--- config.mk ---
export PLATFORM = sky130hd
export DESIGN_NAME = alu4_arbiter
export DESIGN_NICKNAME = d
export VERILOG_FILES = /design/src/rtl/alu4_arbiter.sv
export SDC_FILE = /design/constraint.sdc
export NUM_CORES = 1
export LEC_CHECK = 0
export CORE_MARGIN = 2
export CORE_UTILIZATION = 45
export CTS_CLUSTER_SIZE = 10
export DETAILED_ROUTE_END_ITERATION = 16
export PLACE_DENSITY = 0.85
export SLEW_MARGIN = 10
export SYNTH_ARGS = -nofsm -noshare
export SYNTH_HDL_FRONTEND = slang
export SYNTH_SLANG_ARGS = --single-unit
--- constraint.sdc ---
create_clock -name clk -period 3.63 [get_ports clk]
set_input_delay 0.726 -clock clk [delete_from_list [all_inputs] [get_ports clk]]
set_output_delay 0.726 -clock clk [all_outputs]
set_load 0.02 [all_outputs]
--- src/rtl/alu4_arbiter.sv ---
// alu4_arbiter: shares one combinational alu4 between two requesters.
//
// A winner is picked in IDLE (round-robin or fixed priority), its operands are
// registered onto alu_a/alu_b/alu_op, the ALU output is captured one cycle later,
// and the captured result/flags are returned on the winner's response channel.
//
// Ports
//   clk, reset                 clock; synchronous active-low reset
//   req_valid/req_ready [1:0]  per-port request handshake
//   req_a*/req_b*/req_op*      per-port operands and opcode
//   resp_valid/resp_ready[1:0] per-port response handshake
//   resp_result, resp_flags    captured result and {c,n,z,v}
//   alu_a/alu_b/alu_op         registered operands to alu4
//   alu_result, alu_c/n/z/v    alu4 outputs
//   busy                       high whenever the FSM is not idle
//   done_cnt0/done_cnt1        completed responses per port (wrapping)
//   timeout_err                sticky response-timeout flag
module alu4_arbiter #(
  parameter int unsigned FIXED_PRIO   = 0,
  parameter int unsigned RESP_TIMEOUT = 0,
  parameter int unsigned CNT_W        = 8
) (
  input  logic             clk,
  input  logic             reset,
  input  logic [1:0]       req_valid,
  input  logic [3:0]       req_a0,
  input  logic [3:0]       req_a1,
  input  logic [3:0]       req_b0,
  input  logic [3:0]       req_b1,
  input  logic [2:0]       req_op0,
  input  logic [2:0]       req_op1,
  output logic [1:0]       req_ready,
  output logic [1:0]       resp_valid,
  input  logic [1:0]       resp_ready,
  output logic [3:0]       resp_result,
  output logic [3:0]       resp_flags,
  output logic [3:0]       alu_a,
  output logic [3:0]       alu_b,
  output logic [2:0]       alu_op,
  input  logic [3:0]       alu_result,
  input  logic             alu_c,
  input  logic             alu_n,
  input  logic             alu_z,
  input  logic             alu_v,
  output logic             busy,
  output logic [CNT_W-1:0] done_cnt0,
  output logic [CNT_W-1:0] done_cnt1,
  output logic             timeout_err
);

  typedef enum logic [1:0] {StIdle, StExec, StCapt, StResp} state_e;

  localparam bit         TmoEn   = (RESP_TIMEOUT != 0);
  // Last RESP cycle index before a forced drop; unused when the timeout is disabled.
  localparam logic [15:0] TmoLast = 16'(RESP_TIMEOUT - 1);

  state_e           state_q, state_d;
  logic             id_q, id_d;
  logic             rr_q, rr_d;
  logic [3:0]       alu_a_q, alu_a_d;
  logic [3:0]       alu_b_q, alu_b_d;
  logic [2:0]       alu_op_q, alu_op_d;
  logic [3:0]       res_q, res_d;
  logic [3:0]       flg_q, flg_d;
  logic [CNT_W-1:0] done0_q, done0_d;
  logic [CNT_W-1:0] done1_q, done1_d;
  logic             tmo_err_q, tmo_err_d;
  logic [15:0]      tmo_q, tmo_d;

  logic win;
  logic grant;

  // Winner selection; only meaningful when some request is valid.
  always_comb begin
    win = 1'b0;
    unique case (req_valid)
      2'b10:   win = 1'b1;
      2'b11:   win = (FIXED_PRIO != 0) ? 1'b0 : rr_q;
      default: win = 1'b0;
    endcase
  end

  // Gated by reset so nothing is accepted while reset is held.
  assign grant     = reset && (state_q == StIdle) && (req_valid != 2'b00);
  assign req_ready = grant ? (win ? 2'b10 : 2'b01) : 2'b00;

  always_comb begin
    state_d   = state_q;
    id_d      = id_q;
    rr_d      = rr_q;
    alu_a_d   = alu_a_q;
    alu_b_d   = alu_b_q;
    alu_op_d  = alu_op_q;
    res_d     = res_q;
    flg_d     = flg_q;
    done0_d   = done0_q;
    done1_d   = done1_q;
    tmo_err_d = tmo_err_q;
    tmo_d     = tmo_q;
    unique case (state_q)
      StIdle: begin
        if (grant) begin
          id_d     = win;
          alu_a_d  = win ? req_a1 : req_a0;
          alu_b_d  = win ? req_b1 : req_b0;
          alu_op_d = win ? req_op1 : req_op0;
          state_d  = StExec;
        end
      end
      StExec: state_d = StCapt;
      StCapt: begin
        res_d   = alu_result;
        flg_d   = {alu_c, alu_n, alu_z, alu_v};
        tmo_d   = 16'd0;
        state_d = StResp;
      end
      StResp: begin
        if (resp_ready[id_q]) begin
          if (id_q) done1_d = done1_q + CNT_W'(1);
          else      done0_d = done0_q + CNT_W'(1);
          rr_d    = ~id_q;
          state_d = StIdle;
        end else if (TmoEn && (tmo_q == TmoLast)) begin
          tmo_err_d = 1'b1;
          rr_d      = ~id_q;
          state_d   = StIdle;
        end else begin
          tmo_d = tmo_q + 16'd1;
        end
      end
      default: state_d = StIdle;
    endcase
  end

  always_ff @(posedge clk) begin
    if (!reset) begin
      state_q   <= StIdle;
      id_q      <= 1'b0;
      rr_q      <= 1'b0;
      alu_a_q   <= 4'd0;
      alu_b_q   <= 4'd0;
      alu_op_q  <= 3'd0;
      res_q     <= 4'd0;
      flg_q     <= 4'd0;
      done0_q   <= '0;
      done1_q   <= '0;
      tmo_err_q <= 1'b0;
      tmo_q     <= 16'd0;
    end else begin
      state_q   <= state_d;
      id_q      <= id_d;
      rr_q      <= rr_d;
      alu_a_q   <= alu_a_d;
      alu_b_q   <= alu_b_d;
      alu_op_q  <= alu_op_d;
      res_q     <= res_d;
      flg_q     <= flg_d;
      done0_q   <= done0_d;
      done1_q   <= done1_d;
      tmo_err_q <= tmo_err_d;
      tmo_q     <= tmo_d;
    end
  end

  assign resp_valid  = (state_q == StResp) ? {id_q, ~id_q} : 2'b00;
  assign resp_result = res_q;
  assign resp_flags  = flg_q;
  assign alu_a       = alu_a_q;
  assign alu_b       = alu_b_q;
  assign alu_op      = alu_op_q;
  assign busy        = (state_q != StIdle);
  assign done_cnt0   = done0_q;
  assign done_cnt1   = done1_q;
  assign timeout_err = tmo_err_q;

endmodule
# ---- Word-level counts from Yosys, hierarchy flattened
# Cells that the tools add are included.
# W data, S select, Z words.
dict set report op_classes {
  n_addsub 2
  n_mul 0
  div 0
  magnitude_cmp 1
  eq_ne 7
  shifts 0
  muxes 12
  bitwise_logic 1
  n_reduce_logical 10
}
# operator n
set ops {}
lappend ops {{$add A8 B1 Y8 const B} 2}
lappend ops {{$mux W2} 5}
lappend ops {{$eq A2 B2 Y1 const B} 4}
lappend ops {{$mux W4} 2}
lappend ops {{$pmux W2 S4} 1}
lappend ops {{$reduce_and A2 Y1} 3}
lappend ops {{$reduce_and A3 Y1} 2}
lappend ops {{$ne A2 B2 Y1 const B} 2}
lappend ops {{$reduce_bool A2 Y1} 2}
lappend ops {{$mux W3} 1}
lappend ops {{$eq A2 B1 Y1 const B} 1}
lappend ops {{$logic_and A1 B1 Y1} 2}
lappend ops {{$logic_not A2 Y1} 1}
lappend ops {{$lt A1 B2 Y1 const B} 1}
lappend ops {{$mux W1} 2}
lappend ops {{$pmux W1 S2} 1}
lappend ops {{$not A1 Y1} 1}
dict set report totals {
  register_bits 39
  latch_bits 0
  mem_bits_rw 0
  mem_bits_ro 0
  input_bits 36
  out_inout_bits 41
  wordCells 43
  mem_count 0
}

# ---- Longest topological paths before layout
# Gate-level depths: netlist of run 1.
dict set report logic_depth {
  ltp_word 5
  depth_mapped 6
  ltp_nobuf 5
}

# ---- Worst setup path after synthesis of run 1
# Ideal clock, no wire load.
dict set report synth_timing {
  kind {input-to-output}
  start {input port reset}
  end {output port req_ready[0]}
  arrival_ns 1.563
  required_time_ns 2.904
  slack_ns 1.341
  path_stages 4
  path_buffers 2
  cell_sequence {clkbuf_1 -> and3_1 -> buf_2 -> and2_1}
}
dict set report synth_between {
  elab_chain_cells 3
}
# item line
set synth_rtl {}
lappend synth_rtl {{from (decl)} 24} ;# input logic reset,
lappend synth_rtl {{$logic_and A1 B1 Y1 (2 in a row)} 84} ;# assign grant = reset && (state_q == StIdle) && (req_valid != 2'b00);
lappend synth_rtl {{$mux W2} 85} ;# assign req_ready = grant ? (win ? 2'b10 : 2'b01) : 2'b00;
lappend synth_rtl {{to (decl)} 32} ;# output logic [1:0] req_ready,
# No other way between the ends.

# ---- Worst setup path after layout of run 1
dict set report layout_timing {
  start {input port req_valid[0]}
  end {output port req_ready[1]}
}
dict set report layout_between {
  elab_chain_cells 4
  elab_cells_between_ends 7
  cone_classes {eq/ne (2); mux (3); reduce/logical (2)}
}
# item line
set layout_rtl {}
lappend layout_rtl {{from (decl)} 25} ;# input logic [1:0] req_valid,
lappend layout_rtl {{$eq A2 B2 Y1} 76} ;# unique case (req_valid)
lappend layout_rtl {{$pmux W1 S2} 76}
lappend layout_rtl {{$mux W2} 85}
lappend layout_rtl {{$mux W2 *} 85}
# Mark *: on every way between the ends. The rest lies on a longest branch, timed or not.

==> results by group, run 1 <==
Placement
  • Placed Cells: 300
  • # port buffers: between 70 and 80
  • DP Wirelength: about 3100 um
  • GPL Wtd Cong: ~0.75
  • Pre-CTS setup slack: between 0.5 and 0.6 ns

CTS
  • Clk sinks: 39
  • CTS tree: yes
  • Clk Latency, worst-skew pair: 0.29 ns
  • Post-CTS setup buffer count: 0
  • Reg clk slew, reported paths: 0.07 ns
  • CTS max path bufs: 2
  • Clock root buffer: clkbuf_8
  • Post-CTS Resized: 0
  • Cts hold-fix bufs: 0
  • CTS Buf Count: 5
  • H-Tree Depth: 2

GRT
  • Gr ovfl total: 0
  • Global-route wire length before repair: 7310 um
  • Largest net degree at the start of global routing: 37
  • Initial antenna violation count: 0
  • Gr usage total: 0.215
  • Vias in the first global route: ~1600

STA
  • Setup TNS: 0 ns
  • RSZ-0062 raised after global routing: false
  • Worst hold slack: just under 0.5 ns
  • Fmax: around 0.33 GHz
  • Period utilization: 0.840
  • Worst Skew: ~0.0042 ns
  • Worst rel slew slack: 0.365
  • Worst slew pin tran: 0.948 ns
  • Fin. Hold Viols: 0
  • Tmin final: 3.05 ns
  • Final WS setup: ~0.58 ns
  • Final Setup Violations: 0
  • Pins over their slew limit: 0

Logic synthesis
  • Post-synth top area share: 0.449
  • Warnings from Yosys: 0
  • Synth Area in Compound Gates: 0.179
  • Share of synthesized flip-flops with an asynchronous set or reset: 0
  • Leading area contributor after synthesis: dfxtp_1
  • Mux cell area share after synthesis: 0.0690
  • Synth top area cells: dfxtp_1 (45%), mux2i_1 (6.9%), a21oi_1 (6.3%)
  • Cell Area, Synth: around 1700 sq um
  • Syn Nets: around 230
  • Library cells used by synthesis: 37
  • #FFs+latches synth: 39
  • Count leader, synth: dfxtp_1
  • XOR/XNOR Fraction of Synth Area: 0.0201
  • Number of flops mapped to enable cells by yosys: 0
  • Mean area per synthesized cell: 9.31 sq um
  • Adder-cell share of the synthesized area: 0.0359
  • Largest family of logic cells by synthesized area: simple AND/OR/NAND/NOR gates
  • Primary FF master, synth: dfxtp_1
  • Seq/Total Area, Yosys: 0.449
  • Synth Area in Simple Gates: 0.196
  • Synth top cells by count: dfxtp_1 (39), a21oi_1 (22), nand3_1 (14), nor2_1 (14), mux2i_1 (12)
  • Synth Instances: between 150 and 200

Pwr
  • Leakage power: ~0.95 nW
  • Sequential power share: 0.389
  • P_sw: between 0.4 and 0.5 mW
  • Clock power share: 0.276
  • Internal power: slightly above 0.9 mW
  • Power per cell area: 506 nW/um^2
  • Comb pwr share: 0.335
  • Peak supply drop: between 0.3 and 0.4 mV
  • Switching share of total power: 0.303

Critical path
  • Arr. time, crit path: 2.32 ns
  • Crit end category: output port
  • Startpoint Class: input pin
  • Critical-path maximum fanout: 12
  • CP Data Required Time: about 2.9 ns
  • Worst Setup Path Type: input pin to output port

Finish
  • NumNets Final: 300
  • Fill cells: 307
  • Ratio of cells with drive above 1 in the final layout: 0.0654
  • # diodes: 0
  • Area grow syn2layout: 50.8%
  • Post-Layout Cell Count: 308

Route
  • Post-DR wirelength/cell: between 10 and 15 um
  • Via Count: between 1500 and 2000
  • Antenna-violating nets left: 0
  • # DRC: 0
  • Detailed router's first-iteration violation count: 90
  • Final wirelength: roughly 4400 um
  • Vias/cell: ~5.4
  • DR pass1 iterations: 4

Flow run
  • Max-Cap Viols: 0

Floorplan
  • Die area: approximately 4400 sq um
  • Die width: roughly 66 um
  • Die height: 66.2 um
  • Initial Util: 0.472
  • Rows: 22
  • Num ports: 77
  • Core Footprint: roughly 3700 sq um

Outcome
  • Status: finished clean

Worst hold path
  • Hold Crit Class: register to register
[power groups by stage]
stage                     Sequential, mW  Clock (mW)  Combinational [mW]
final                              0.517       0.367               0.444
after floorplan                    0.564           0               0.228
after detailed placement           0.526           0               0.442
after global routing               0.524       0.390               0.481
after global placement             0.524           0               0.437
after CTS                          0.517       0.374               0.448
[placed cells by master (no fill, tap or decap)]
master           Yosys  final
o211ai_1             1      1
nand4_1              4      4
or3_1                4      4
and2_2               1      1
or3_2                1      1
or4_1                5      5
buf_4                2      3
o211a_1              1      1
a32oi_1             11     11
o31ai_1              5      5
and2b_2              1      1
ha_1                 5      5
a31o_2               1      1
nand4b_1             1      1
clkdlybuf4s50_1      0     75
o21ai_0              5      5
a21oi_1             22     22
nand3_1             14     14
nand2_1              8      8
nand2b_1             1      1
clkinv_1             1      1
nand3b_4             1      1
a22oi_1              1      1
clkinv_2             0      1
conb_1               1      1
a211o_1              1      1
dfxtp_1             39     39
xnor2_1              1      1
xor2_1               3      3
nor2_1              14     14
mux2i_1             12     12
inv_1                4      4
and3_1               2      2
nand3_4              1      1
clkbuf_8             0      6
bufinv_16            0      1
and2_1               2      2
[per-layer routing]
metal	GRT usage	up-vias	routed length (um)	part of all wire
met5	0	-	0	0
met1	0.274	761	1990	0.45
met2	0.359	61	2130	0.48
li1	-	835	-	-
met3	0.0545	5	282	0.063
met4	0.0612	0	42	0.0095
[cell type report]
class                           instances  area, sq um  share of cell area
Clock buffer                            6         82.6              0.0315
Clock inverter                          2         35.0              0.0133
Multi-Input combinational cell        130          875               0.333
Inverter                                5         18.8             0.00715
Sequential cell                        39          781               0.297
Timing Repair Buffer                   78          773               0.295
Tap cell                               48         60.1              0.0229
[cells by family (layout without fill, tap and decap cells)]
logic type	count (synthesis)	in the layout
fa+ha+maj	5	5
other cells	1	1
buf+inv	18	91
compound gates	48	48
mux	12	12
xor+xnor	4	4
simple gates	60	60
flops	39	39
[worst max-delay path, cell delays in order]
cell,delay (ns)
clkdlybuf4s50_1,0.44
nand2b_1,0.33
and2_1,0.22
clkdlybuf4s50_1,0.60
[worst paths after layout]
| path | from | to | slack, ns | cells after the start |
|---|---|---|---|---|
| worst max-delay path | req_valid[0] | req_ready[1] | 0.58 | 4 |
| worst min-delay path | done_cnt0[7] | done_cnt0[7] | 0.48 | 2 |
| worst max register to register | state_q[1] | done_cnt0[6] | 1.83 | 4 |
| worst min register to register | done_cnt0[7] | done_cnt0[7] | 0.48 | 2 |
[metrics by stage]
stage	power [mW]	util	instance area (sq um)
4_1_cts	1.34	0.712	2630
3_5_place_dp	0.968	0.680	2510
5_1_grt	1.39	0.712	2630
3_3_place_gp	0.961	0.680	2510
6_report	1.33	0.712	2630
2_1_floorplan	0.791	-	1740
[registers in the layout, summed over array words and instances (netlist names)]
register     count
alu_op           3
done_cnt0        8
id_q             1
resp_result      4
alu_a            4
resp_flags       4
alu_b            4
rr_q             1
done_cnt1        8
state_q          2
(Power assumes the default switching activity.)
==> run 2: changes to the inputs <==
- CORE_UTILIZATION: 45 -> 41
- PLACE_DENSITY: 0.85 -> 0.79
- clock period: 3.63 -> 2.9 ns (I/O delays scaled with it)
==> run 2 against run 1 <==
Effect of this change: wire length is 0.32% lower; worst setup slack lost 0.33 ns; utilization fell by 5.4 points; total power up 26%; largest cell class unchanged; highest routed layer unchanged.
==> results by group, run 2 (synthesis gave the netlist of run 1 again) <==
Outcome
  • Status: finished clean (unchanged)

CTS
  • Clk sinks: 39 (unchanged)
  • Reg clk slew, reported paths: 0.07 ns (about the same)
  • Post-CTS setup buffer count: 0 (unchanged)
  • Clock root buffer: clkbuf_8 (unchanged)
  • Post-CTS Resized: 0 (unchanged)
  • H-Tree Depth: 2 (unchanged)
  • CTS tree: yes (unchanged)
  • Cts hold-fix bufs: 0 (unchanged)
  • CTS Buf Count: 5 (unchanged)
  • CTS max path bufs: 2 (unchanged)
  • Clk Latency, worst-skew pair: 0.30 ns (was 0.29 ns)

GRT
  • Initial antenna violation count: 0 (unchanged)
  • Global-route wire length before repair: 7350 um (was 7310 um)
  • Vias in the first global route: 1553 (was 1568)
  • Gr ovfl total: 0 (unchanged)
  • Gr usage total: 0.188 (was 0.215)
  • Largest net degree at the start of global routing: 21 (was 37)

Finish
  • Fill cells: 362 (was 307)
  • NumNets Final: 303 (was 300)
  • Area grow syn2layout: 52.3% (was 50.8%)
  • Most frequent cells in the layout: clkdlybuf4s50_1 (75), dfxtp_1 (39), a21oi_1 (22) (unchanged)
  • Post-Layout Cell Count: 313 (was 308)
  • Multi-input logic area: 875 sq um (unchanged)
  • Ratio of cells with drive above 1 in the final layout: 0.0760 (was 0.0654)
  • Final Cell Area: 2650 sq um (was 2630 sq um)
  • Most common library cell in the layout ignoring fill and taps: clkdlybuf4s50_1 (unchanged)
  • Seq. cell area: 781 sq um (unchanged)
  • # diodes: 0 (unchanged)

Pwr
  • Power per cell area: 631 nW/um^2 (was 506 nW/um^2)
  • Leakage power: 0.962 nW (was 0.948 nW)
  • Peak supply drop: 0.429 mV (was 0.308 mV)

STA
  • Fin. Hold Viols: 0 (unchanged)
  • RSZ-0062 raised after global routing: false (unchanged)
  • Worst rel slew slack: 0.336 (was 0.365)
  • Tmin final: approximately 2.6 ns
  • Final Setup Violations: 0 (unchanged)
  • Worst Skew: 0.0119 ns (was 0.00418 ns)
  • Pins over their slew limit: 0 (unchanged)
  • Fmax: ~0.38 GHz
  • Setup TNS: 0 ns (unchanged)
  • Worst hold slack: 0.477 ns (was 0.485 ns)
  • Worst slew pin tran: 0.991 ns (was 0.948 ns)
  • Period utilization: 0.912

Critical path
  • Worst Setup Path Type: input pin to output port (unchanged)
  • CP Data Required Time: 2.32 ns (was 2.90 ns)
  • Arr. time, crit path: 2.07 ns (was 2.32 ns)
  • Cell mode on critical path: clkdlybuf4s50_1 (unchanged)
  • Critical-path maximum fanout: 5 (was 12)
  • Crit end category: output port (unchanged)
  • Max stage delay on crit path: 0.62 ns (was 0.60 ns)
  • CP cell instances: clkdlybuf4s50_1, and3_1, and2_1, clkdlybuf4s50_1 (was clkdlybuf4s50_1, nand2b_1, and2_1, clkdlybuf4s50_1)
  • Critical path's slowest cell: clkdlybuf4s50_1 (unchanged)
  • Startpoint Class: input pin (unchanged)

Worst hold path
  • Hold Crit Class: register to register (unchanged)

Route
  • Antenna-violating nets left: 0 (unchanged)
  • Post-DR wirelength/cell: 14.2 um (was 14.4 um)
  • # DRC: 0 (unchanged)
  • Final wirelength: 4430 um (was 4440 um)
  • Vias/cell: 5.39 (was 5.40)
  • Detailed router's first-iteration violation count: 51 (was 90)
  • DR pass1 iterations: 4 (unchanged)
  • Via Count: 1686 (was 1662)

Floorplan
  • Rows: 23 (was 22)
  • Die width: 69.2 um (was 66.2 um)
  • Core Footprint: 4030 sq um (was 3690 sq um)
  • Num ports: 77 (unchanged)
  • Die area: 4780 sq um (was 4380 sq um)
  • Initial Util: 0.432 (was 0.472)
  • Die height: 69.2 um (was 66.2 um)

Placement
  • Placed Cells: 305 (was 300)
  • Dpl cell area: 2530 sq um (was 2510 sq um)
  • GPL Wtd Cong: 0.758 (was 0.754)
  • # port buffers: 75 (unchanged)
  • DP Wirelength: 3150 um (was 3140 um)

Flow run
  • Max-Cap Viols: 0 (unchanged)
==> run 2: cell types whose count changed in the layout (fill, tap and decap cells not counted) <==
cell   delta
buf_4     +3
==> run 2: metal layers <==
| layer | global-route usage | up-vias | wire length (um) | share of wire |
|---|---|---|---|---|
| met3 | 0.0409 | 5 | 212 | 0.048 |
| met4 | 0.0741 | 0 | 74 | 0.017 |
| met2 | 0.310 | 43 | 2120 | 0.48 |
| li1 | - | 835 | - | - |
| met5 | 0 | - | 0 | 0 |
| met1 | 0.238 | 803 | 2020 | 0.46 |
==> run 2: path summary, 6_finish.rpt <==
| check | startpoint | slack, ns | end | depth (start not counted) |
|---|---|---|---|---|
| worst min-delay path | done_cnt1[7] | 0.48 | done_cnt1[7] | 2 |
| worst max register to register | state_q[0] | 1.14 | state_q[0] | 5 |
| worst min register to register | done_cnt1[7] | 0.48 | done_cnt1[7] | 2 |
| worst max-delay path | reset | 0.25 | req_ready[0] | 4 |
==> run 2: per-stage QoR <==
| step | total power [mW] | utilization | setup WS [ns] |
|---|---|---|---|
| 2_1_floorplan | 0.991 | - | 0.903 |
| 6_report | 1.67 | 0.658 | 0.254 |
| 3_3_place_gp | 1.21 | 0.629 | 0.269 |
| 4_1_cts | 1.68 | 0.658 | 0.263 |
| 5_1_grt | 1.76 | 0.658 | 0.204 |
| 3_5_place_dp | 1.22 | 0.629 | 0.274 |
==> run 2: worst max-delay path, delay by kind of cell <==
| kind | cells | cell delay (ns) |
|---|---|---|
| buf+inv | 2 | 1.16 |
| simple gates | 2 | 0.32 |
==> run 2: power breakdown <==
group,switching [mW],internal (mW),total [mW]
sequential,0.0442,0.601,0.645
clock,0.190,0.278,0.468
combinational,0.277,0.281,0.559
total,0.512,1.16,1.67
==> run 2: cell type report <==
cell class                      count  area share
Timing Repair Buffer               81       0.300
Clock buffer                        6      0.0312
Inverter                            5     0.00708
Sequential cell                    39       0.295
Multi-Input combinational cell    130       0.330
Clock inverter                      2      0.0132
Tap cell                           50      0.0236
